<file path="src/rtl/binary_bcd_seq.sv">
// Sequential binary-to-BCD converter using shift-and-add-3 with one correction cell per digit.
// Optional overflow flag logic is enabled with the BINARY_BCD_SEQ_OVF_EN macro.
module binary_bcd_seq #(
    parameter int WIDTH  = 8,
    parameter int DIGITS = 3
) (
    input  logic                  clk,
    input  logic                  rst,
    input  logic                  start,
    input  logic [WIDTH-1:0]      bin,
    output logic                  busy,
    output logic                  done,
    output logic [4*DIGITS-1:0]   bcd,
    output logic                  ovf
);

    localparam int BW = 4 * DIGITS;
    localparam int CW = $clog2(WIDTH + 1);

    typedef enum logic [1:0] {
        IDLE  = 2'd0,
        SHIFT = 2'd1,
        DONE  = 2'd2
    } state_t;

    state_t           state_r;
    state_t           state_s;
    logic [WIDTH-1:0] shift_r;
    logic [WIDTH-1:0] shift_s;
    logic [BW-1:0]    work_r;
    logic [BW-1:0]    work_s;
    logic [BW-1:0]    corr_s;
    logic [CW-1:0]    cnt_r;
    logic             busy_r;
    logic             done_r;
    logic [BW-1:0]    bcd_r;

    // Add-3 correction for one digit; wraps mod 16, no carry into the next digit.
    function automatic logic [3:0] add3(input logic [3:0] d);
        logic [3:0] r;
        if (d >= 4'd5) begin
            r = d + 4'd3;
        end else begin
            r = d;
        end
        return r;
    endfunction

    // Per-digit correction followed by the one-bit left shift of {work, shift}.
    always_comb begin
        corr_s = {BW{1'b0}};
        for (int i = 0; i < DIGITS; i++) begin
            corr_s[4*i +: 4] = add3(work_r[4*i +: 4]);
        end
        work_s  = {corr_s[BW-2:0], shift_r[WIDTH-1]};
        shift_s = shift_r << 1;
    end

    // Next-state logic.
    always_comb begin
        state_s = state_r;
        case (state_r)
            IDLE: begin
                if (start) begin
                    state_s = SHIFT;
                end else begin
                    state_s = IDLE;
                end
            end
            SHIFT: begin
                if (cnt_r == CW'(1)) begin
                    state_s = DONE;
                end else begin
                    state_s = SHIFT;
                end
            end
            DONE:    state_s = IDLE;
            default: state_s = IDLE;
        endcase
    end

    // State register.
    always_ff @(posedge clk) begin
        if (rst) begin
            state_r <= IDLE;
        end else begin
            state_r <= state_s;
        end
    end

    // Working registers, bit counter and result register.
    always_ff @(posedge clk) begin
        if (rst) begin
            shift_r <= {WIDTH{1'b0}};
            work_r  <= {BW{1'b0}};
            cnt_r   <= {CW{1'b0}};
            bcd_r   <= {BW{1'b0}};
        end else begin
            case (state_r)
                IDLE: begin
                    if (start) begin
                        shift_r <= bin;
                        work_r  <= {BW{1'b0}};
                        cnt_r   <= CW'(WIDTH);
                    end
                end
                SHIFT: begin
                    shift_r <= shift_s;
                    work_r  <= work_s;
                    cnt_r   <= cnt_r - CW'(1);
                end
                DONE: begin
                    bcd_r <= work_r;
                end
                default: begin
                    cnt_r <= {CW{1'b0}};
                end
            endcase
        end
    end

    // busy covers accept through the done cycle; done marks the cycle after the DONE state.
    always_ff @(posedge clk) begin
        if (rst) begin
            busy_r <= 1'b0;
            done_r <= 1'b0;
        end else begin
            busy_r <= (state_r != IDLE) || start;
            done_r <= (state_r == DONE);
        end
    end

    assign busy = busy_r;
    assign done = done_r;
    assign bcd  = bcd_r;

`ifdef BINARY_BCD_SEQ_OVF_EN
    logic flag_r;
    logic ovf_r;

    // Sticky flag catches any 1 shifted out of the top digit during a conversion.
    always_ff @(posedge clk) begin
        if (rst) begin
            flag_r <= 1'b0;
            ovf_r  <= 1'b0;
        end else begin
            case (state_r)
                IDLE: begin
                    if (start) begin
                        flag_r <= 1'b0;
                    end
                end
                SHIFT: begin
                    if (corr_s[BW-1]) begin
                        flag_r <= 1'b1;
                    end
                end
                DONE: begin
                    ovf_r <= flag_r;
                end
                default: begin
                    flag_r <= 1'b0;
                end
            endcase
        end
    end

    assign ovf = ovf_r;
`else
    assign ovf = 1'b0;
`endif

endmodule
</file>
<file path="config.mk">
export PLATFORM = sky130hd
export DESIGN_NAME = binary_bcd_seq
export DESIGN_NICKNAME = d
export VERILOG_FILES = /design/src/rtl/binary_bcd_seq.sv
export SDC_FILE = /design/constraint.sdc
export NUM_CORES = 1
export LEC_CHECK = 0
export CAP_MARGIN = 30
export CORE_ASPECT_RATIO = 0.7
export CORE_MARGIN = 10
export CORE_UTILIZATION = 35
export CTS_CLUSTER_DIAMETER = 100
export DETAILED_ROUTE_END_ITERATION = 8
export HOLD_SLACK_MARGIN = 0.03
export PLACE_DENSITY = 0.58
export SLEW_MARGIN = 25
export SYNTH_ARGS = -nofsm -noshare
export SYNTH_HDL_FRONTEND = slang
export SYNTH_SLANG_ARGS = --single-unit
</file>
<file path="constraint.sdc">
create_clock -name clk -period 2 [get_ports clk]
set_input_delay 0.4 -clock clk [delete_from_list [all_inputs] [get_ports clk]]
set_output_delay 0.4 -clock clk [all_outputs]
set_load 0.01 [all_outputs]
</file>
# Word-level counts from Yosys, hierarchy flattened
# Index checks and enable logic that the tools add are counted.
dict set report word_totals {
  ff_bits 40
  in_bits 11
  wordCells 37
}
dict set report classes {
  n_addsub 4
  order_cmp 3
  eq_ne 4
  mux 12
  n_bitwise 1
  reduce_logical 6
}
# cell count
set op_table {}
lappend op_table {{case mux 12 bit (2 select lines)} 1}
lappend op_table {{case mux 8 bit (2 select lines)} 1}
lappend op_table {{>= comparator 4 x 3 -> 1 bit (second input constant)} 3}
lappend op_table {{two-way mux 12 bit} 1}
lappend op_table {{two-way mux 4 bit} 3}
lappend op_table {{case mux 4 bit (3 select lines)} 1}
lappend op_table {{adder 4 x 2 -> 4 bit (second input constant)} 2}
lappend op_table {{two-way mux 8 bit} 1}
lappend op_table {{== test 4 x 1 -> 1 bit (second input constant)} 1}
lappend op_table {{case mux 2 bit (2 select lines)} 1}
lappend op_table {{AND reduction 2 bit} 2}
lappend op_table {{nonzero test 2 bit} 2}
lappend op_table {{subtractor 4 x 1 -> 4 bit (second input constant)} 1}
lappend op_table {{adder 3 x 2 -> 3 bit (second input constant)} 1}
lappend op_table {{two-way mux 3 bit} 1}
lappend op_table {{== test 2 x 1 -> 1 bit (second input constant)} 1}
lappend op_table {{== test 2 bit (second input constant)} 1}
lappend op_table {{zero test 2 bit} 1}
lappend op_table {{two-way mux 2 bit} 1}
lappend op_table {{!= test 2 bit (second input constant)} 1}
lappend op_table {{logical OR 1 bit} 1}
lappend op_table {{two-way mux 1 bit} 1}
lappend op_table {{NOT 1 bit} 1}

# Longest topological paths before layout
# Gate-level depths: netlist of run 1.
dict set report logic_depth {
  word_depth 3
  depth_mapped 6
}

# Worst setup path before layout of run 1
# No wires, ideal clock.
dict set report synth_path {
  path_type {register -> register}
  start {reg work_r[1]}
  end {reg work_r[2]}
  setup_ns 0.117
  arrival_ns 1.233
  t_required_ns 1.883
  setup_slack_ns 0.650
  stages_incl_launch_ff 7
  synth_period_minus_slack_ns 1.350
  cell_sequence {dfxtp_1 -> inv_1 -> ha_1 -> nand2b_1 -> a21oi_1 -> mux2i_1 -> a22o_1}
}
dict set report synth_via {
  elab_chain_cells 3
}
# element line_no
set synth_rtl {}
lappend synth_rtl {{start, declared} 30} ;# logic [BW-1:0] work_r;
lappend synth_rtl {{start signal, assigned} 95} ;# work_r <= {BW{1'b0}};
lappend synth_rtl {{start signal, assigned} 103} ;# work_r <= {BW{1'b0}};
lappend synth_rtl {{start signal, assigned} 109} ;# work_r <= work_s;
lappend synth_rtl {{adder 4 x 2 -> 4 bit or >= comparator 4 x 3 -> 1 bit (tied branches)} {42, 41}}
lappend synth_rtl {{two-way mux 4 bit (*)} 41} ;# if (d >= 4'd5) begin
lappend synth_rtl {{case mux 12 bit (2 select lines) (*)} 99} ;# case (state_r)
# Every way passes the cells marked *; elsewhere a longest branch is shown, timed or not.
# A chain may end at the register's enable or synchronous reset.

# Worst setup path after layout of run 1
dict set report layout_path {
  start {reg state_r[0]}
  end {reg shift_r[6]}
}
dict set report layout_via {
  elab_chain_cells 3
}
# element line_no
set layout_rtl {}
lappend layout_rtl {{start, declared} 26} ;# state_t state_r;
lappend layout_rtl {{start signal, assigned} 87} ;# state_r <= state_s;
lappend layout_rtl {{== test 2 x 1 -> 1 bit or zero test 2 bit (tied branches)} 99}
lappend layout_rtl {{nonzero test 2 bit (no line) or != test 2 bit (tied branches)} n/a}
lappend layout_rtl {{AND reduction 2 bit (no line)} n/a}
lappend layout_rtl {{end signal, assigned} 94} ;# shift_r <= {WIDTH{1'b0}};
lappend layout_rtl {{end signal, assigned} 102} ;# shift_r <= bin;
lappend layout_rtl {{end signal, assigned} 108} ;# shift_r <= shift_s;
lappend layout_rtl {{end, declared} 28} ;# logic [WIDTH-1:0] shift_r;
# Parallel ways exist; a longest one is shown, timed or not.

==> key figures, run 1 <==
Status
  – Result of the run: complete, no violations

Yosys
  – Main synth FF type: dfxtp_1
  – Post-synthesis sequential element count: 40
  – Share of the yosys chip area belonging to registers: 44.2%
  – Number of library cell types mapped by synthesis: 33
  – Syn Nets: 228
  – Largest cells by area after synthesis: dfxtp_1 (44%), nand2_1 (7.9%), a21oi_1 (5.8%)
  – Number of flops mapped to enable cells by yosys: 0
  – Asr flop ratio synth: 0%
  – Synthesized cell area: 0.00181 mm²
  – Area leader, netlist: dfxtp_1
  – Avg Cell Area, Syn: 8.66 µm²
  – Most instantiated cells after synthesis: dfxtp_1 (40), nand2_1 (38), nor2_1 (23)
  – Synth Instances: 209
  – Most common cell in the netlist: dfxtp_1
  – Yosys warnings: 0
  – Post-synth top area share: 44.2%

Power and ir drop
  – Maximum VDD drop: 412 µV
  – P_leak: 0.814 nW
  – Pwr Total: 1.57 mW
  – PwrDens: 717 mW/mm²

Timing
  – Tmin final: 1.62 ns
  – Final Hold Vio Count: 0
  – Max Freq: 617 MHz
  – Least-Margin Pin Slew: 0.530 ns
  – Final setup TNS: 0 ns
  – Hold slack: 0.456 ns
  – Number of setup violations in the final report: 0
  – RSZ-0062 raised after global routing: no
  – Final period util: 81.0%
  – Slew Limit Headroom: 64.5%
  – Clk_skew: 0.00655 ns
  – Final Slew Violations: 0

Layout
  – Multi-input logic area: 892 µm²
  – Register area: 801 µm²
  – Fin nets: 253
  – Area grow syn2layout: 21.2%
  – Util after Layout: 44.9%
  – # diodes: 0
  – Layout cells sized above 1: 10.6%
  – Fillcell total: 523

Routing
  – # DRC: 0
  – DRT iter0 DRCs: 46
  – Post-DRT Antenna Nets: 0
  – Routed len/inst: 12.9 µm
  – Drt pass-1 iters: 4
  – Vias: 1456
  – Vias per std cell: 4.79
  – Final wirelength: 3.91 mm

Placed design
  – I/O Buffers: 24
  – Final GP Congestion: 0.822
  – DP Wirelength: 2.81 mm

Clock tree
  – H-tree lvl count: 2
  – Clk_lat worst skew: 0.30 ns
  – CTS Buf Count: 5
  – CTS sink cnt: 40
  – CTS max path bufs: 2
  – CTS root buf: clkbuf_8
  – Post-cts resize count: 0
  – Worst-path clk slew: 0.08 ns
  – CTS tree: yes
  – Cts hold-fix bufs: 0
  – Post-CTS setup buffer count: 0

Global routing
  – Vias in the first global route: 1545
  – First-pass GRT wire length: 7.12 mm
  – GR Util All Layers: 10.2%
  – Antenna violations before repair: 0
  – Largest net degree at the start of global routing: 15
  – Gr ovfl total: 0

Floorplan
  – Die Ht: 80.2 µm
  – Initial Util: 37.0%
  – Io pins: 26
  – Die X: 106 µm
  – Core area: 0.00489 mm²
  – Die area: 0.00850 mm²
  – Row count: 21

Critical path
  – Reg2reg setup slack: 0.38 ns
  – Worst Path Max Fanout: 13
  – Crit start category: register
  – WP data required: 2.21 ns
  – Worst Setup End Kind: register
  – CP Data Arrival Time: 1.83 ns
  – Reg2reg end: shift_r[6]$_SDFFE_PP0P_
  – R2R Path Start: state_r[0]$_SDFF_PP0_
  – Crit Path Category: reg -> reg
  – FF-to-FF path depth: 3

Run
  – Max_cap viols: 0

Min path
  – HP Start: bcd[2]$_SDFFE_PP0P_
  – Worst hold path class: reg -> reg
  – Worst hold path endpoint: bcd[2]$_SDFFE_PP0P_
  – Hold path cells: 2
-- per-stage QoR --
step | area [µm²] | worst slack, ns | std cells
5_1_grt | 2190 | 0.147 | 304
6_report | 2190 | 0.380 | 304
3_3_place_gp | 2100 | 0.279 | 296
4_1_cts | 2190 | 0.374 | 304
3_5_place_dp | 2100 | 0.290 | 296
2_1_floorplan | 1810 | 0.650 | 209
-- layout make-up --
cell class	count	area share (%)
multi-input combinational	147	40.7
sequential	40	36.5
timing repair buffer	30	13.0
tap	69	3.93
clock buffer	6	3.76
inverter	10	1.71
clock inverter	2	0.456
-- registers in the layout (all words and copies together), names as in the netlist --
register  cells
cnt_r         4
shift_r       8
work_r       12
busy          1
state_r       2
bcd          12
done          1
-- power breakdown --
group          internal (mW)  switching, mW
Sequential             0.824         0.0245
Combinational         0.0744         0.0906
Clock                  0.275          0.284
-- routing by layer --
layer / wire, µm / vias to the layer above / part of all wire, % / global-route usage (%)
met5: 0 / - / 0 / 0
met2: 1670 / 20 / 43 / 15.7
met3: 250 / 4 / 6.4 / 4.94
met1: 1960 / 677 / 50 / 12.5
met4: 28 / 0 / 0.72 / 2.83
li1: - / 755 / - / -
-- kinds of logic (layout without fill, tap and decap cells) --
logic type	after synthesis	in the layout	synth area share, %
buffers and inverters	22	48	6.50
multiplexers	3	3	1.66
AND/OR/NAND/NOR	80	80	19.6
flip-flops	40	40	44.2
adder cells (fa/ha/maj)	8	8	5.53
other	1	1	0.207
XOR/XNOR	6	6	2.90
AO/OA/AOI/OAI	49	49	19.4
-- worst max-delay path, cell delays in order (launching register included) --
cell	delay, ns
dfxtp_1	0.60
nor2b_2	0.56
nand2_1	0.11
a311oi_1	0.27
-- cell usage in the layout, fill, tap and decap left out, types with 2 or more instances in the layout --
cell type,netlist,routed
nand2b_1,3,3
inv_1,10,10
nor2_1,23,23
clkdlybuf4s50_1,0,24
nand3_1,3,3
clkinv_2,0,2
a22o_1,8,8
nor2_2,2,2
buf_4,5,6
nor3_1,5,5
dfxtp_1,40,40
nand2_1,38,38
mux2i_1,3,3
xnor2_1,3,3
a311oi_1,3,3
ha_1,8,8
xor2_1,3,3
a21oi_1,21,21
a311oi_2,5,5
a22oi_1,2,2
clkbuf_8,0,6
o21ai_0,6,6
-- worst max-delay path by stage --
stage	end	cells past startpoint	slack (ns)	startpoint
after global placement	work_r[7]$_SDFFE_PP0P_	5	0.28	start
final	shift_r[6]$_SDFFE_PP0P_	3	0.38	state_r[0]$_SDFF_PP0_
after floorplan	work_r[2]$_SDFFE_PP0P_	6	0.65	work_r[1]$_SDFFE_PP0P_
after CTS	shift_r[6]$_SDFFE_PP0P_	3	0.37	state_r[0]$_SDFF_PP0_
after global routing	shift_r[7]$_SDFFE_PP0P_	3	0.15	state_r[0]$_SDFF_PP0_
after detailed placement	work_r[7]$_SDFFE_PP0P_	5	0.29	start
No activity file was read; power rests on OpenSTA's default activity.
==> inputs of run 2 (changes only) <==
Clock period 2 ns to 1.5 ns, I/O delays scaled along.
==> key figures, run 2 (synthesized netlist as in run 1, its figures left out) <==
Status
  – Result of the run: complete, no violations

Routing
  – DRT iter0 DRCs: 46 (unchanged)
  – Vias: 1477 (+1.4%)
  – Post-DRT Antenna Nets: 0 (unchanged)
  – Routed len/inst: 13.0 µm (+0.97%)
  – Final wirelength: 4.07 mm (+4.0%)
  – Drt pass-1 iters: 4 (unchanged)
  – # DRC: 0 (unchanged)
  – Vias per std cell: 4.72 (-1.5%)

Power and ir drop
  – Maximum VDD drop: 514 µV (+25%)
  – PwrDens: 896 mW/mm² (+25%)
  – Pwr Total: 2.05 mW (+30%)
  – P_leak: 1.03 nW (+26%)

Floorplan
  – Io pins: 26 (unchanged)
  – Core area: 0.00489 mm² (unchanged)
  – Initial Util: 37.0% (unchanged)
  – Die X: 106 µm (unchanged)
  – Row count: 21 (unchanged)
  – Die area: 0.00850 mm² (unchanged)
  – Die Ht: 80.2 µm (unchanged)

Critical path
  – CP max stage cell: clkdlybuf4s50_1
  – Crit Path Category: reg -> out
  – Critical path's top delay family: buffers and inverters
  – CP cell instances: clkdlybuf4s50_1
  – CP Data Arrival Time: 1.17 ns (-0.66 ns)
  – Worst Path Buf+Inv: 1 (+1)
  – Worst Setup End Kind: output pin
  – Crit-path max cell delay: 0.55 ns (-0.05 ns)
  – Worst Path Max Fanout: 2 (-11)
  – Crit start category: register
  – WP data required: 1.20 ns (-1.01 ns)

Clock tree
  – CTS sink cnt: 40 (unchanged)
  – CTS Buf Count: 5 (unchanged)
  – CTS max path bufs: 2 (unchanged)
  – Worst-path clk slew: 0.07 ns (about the same)
  – H-tree lvl count: 2 (unchanged)
  – CTS root buf: clkbuf_8
  – Clk_lat worst skew: 0.29 ns (about the same)
  – CTS tree: yes

Placed design
  – DP Wirelength: 2.97 mm (+5.8%)
  – Final GP Congestion: 0.805 (-2.1%)
  – I/O Buffers: 24 (unchanged)

Layout
  – Fin nets: 263 (+4.0%)
  – Area grow syn2layout: 26.2%
  – Commonest non-fill, non-tap cell in the layout: dfxtp_1
  – # diodes: 0 (unchanged)
  – Multi-input logic area: 900 µm² (+0.84%)
  – Most frequent cells in the layout: dfxtp_1 (40), nand2_1 (38), nor2_1 (23)
  – Fillcell total: 503 (-3.8%)
  – Layout cells sized above 1: 14.3% (+3.7 points)
  – Register area: 801 µm² (unchanged)

Run
  – Max_cap viols: 0 (unchanged)

Timing
  – Final period util: 98.0%
  – RSZ-0062 raised after global routing: yes
  – Hold slack: 0.455 ns (-0.000502 ns)
  – Clk_skew: 0.00329 ns (-0.00326 ns)
  – Final setup TNS: 0 ns (unchanged)
  – Final Slew Violations: 0 (unchanged)
  – Number of setup violations in the final report: 0 (unchanged)
  – Tmin final: 1.47 ns
  – Max Freq: 681 MHz
  – Final Hold Vio Count: 0 (unchanged)

Global routing
  – Largest net degree at the start of global routing: 17 (+2)
  – Vias in the first global route: 1505 (-2.6%)
  – Antenna violations before repair: 0 (unchanged)
  – First-pass GRT wire length: 7.08 mm (-0.58%)
  – Gr ovfl total: 0 (unchanged)
  – GR Util All Layers: 10.1% (-0.15 points)

Min path
  – Worst hold path class: reg -> reg
[run 2: changes by cell type in the layout (fill, tap and decap cells not counted), sizes merged]
cell | previous run | this run
buf | 6 | 16
clkdlybuf4s50 | 24 | 15
clkinv | 2 | 1
dlymetal6s2s | 0 | 9
[run 2: per-layer routing]
layer | global-route usage [%] | share of wire, % | vias to the layer above
met1 | 12.8 | 51 | 682
met2 | 15.8 | 43 | 19
li1 | - | - | 771
met5 | 0 | 0 | -
met3 | 3.43 | 4.8 | 5
met4 | 3.23 | 1.0 | 0
[run 2: power breakdown]
group | internal (mW) | leakage (nW) | switching (mW)
registers | 1.10 | 0.326 | 0.0280
logic | 0.119 | 0.660 | 0.132
clock network | 0.316 | 0.0410 | 0.355
[run 2: area by class of cell]
type,instances,area share (%)
tap,69,3.78
multi-input combinational,147,39.4
timing repair buffer,40,16.8
clock buffer,6,3.18
sequential,40,35.0
inverter,10,1.64
clock inverter,1,0.219
[run 2: through the flow]
step	cell area [µm²]	cells	setup WS, ns	util [%]
after CTS	2250	313	0.00722	46.1
after detailed placement	2180	306	-0.0932	44.5
after global routing	2280	313	-0.0206	46.7
final	2280	313	0.0306	46.7
after global placement	2180	306	-0.0446	44.5
after floorplan	1810	209	0.150	-
[run 2: repair_timing]
| action | in CTS | in global routing |
|---|---|---|
| setup buffers | 0 | 0 |
| endpoints found under the setup margin | 0 | 14 |
| hold buffers | 0 | 0 |
| resized for setup | 0 | 11 |
[run 2: final timing paths]
| check | startpoint | endpoint | slack [ns] | cells past startpoint |
|---|---|---|---|---|
| min | bcd[2]$_SDFFE_PP0P_ | bcd[2]$_SDFFE_PP0P_ | 0.46 | 2 |
| max reg2reg | work_r[0]$_SDFFE_PP0P_ | work_r[2]$_SDFFE_PP0P_ | 0.11 | 5 |
| min reg2reg | bcd[2]$_SDFFE_PP0P_ | bcd[2]$_SDFFE_PP0P_ | 0.46 | 2 |
| max | bcd[4]$_SDFFE_PP0P_ | bcd[4] | 0.03 | 1 |
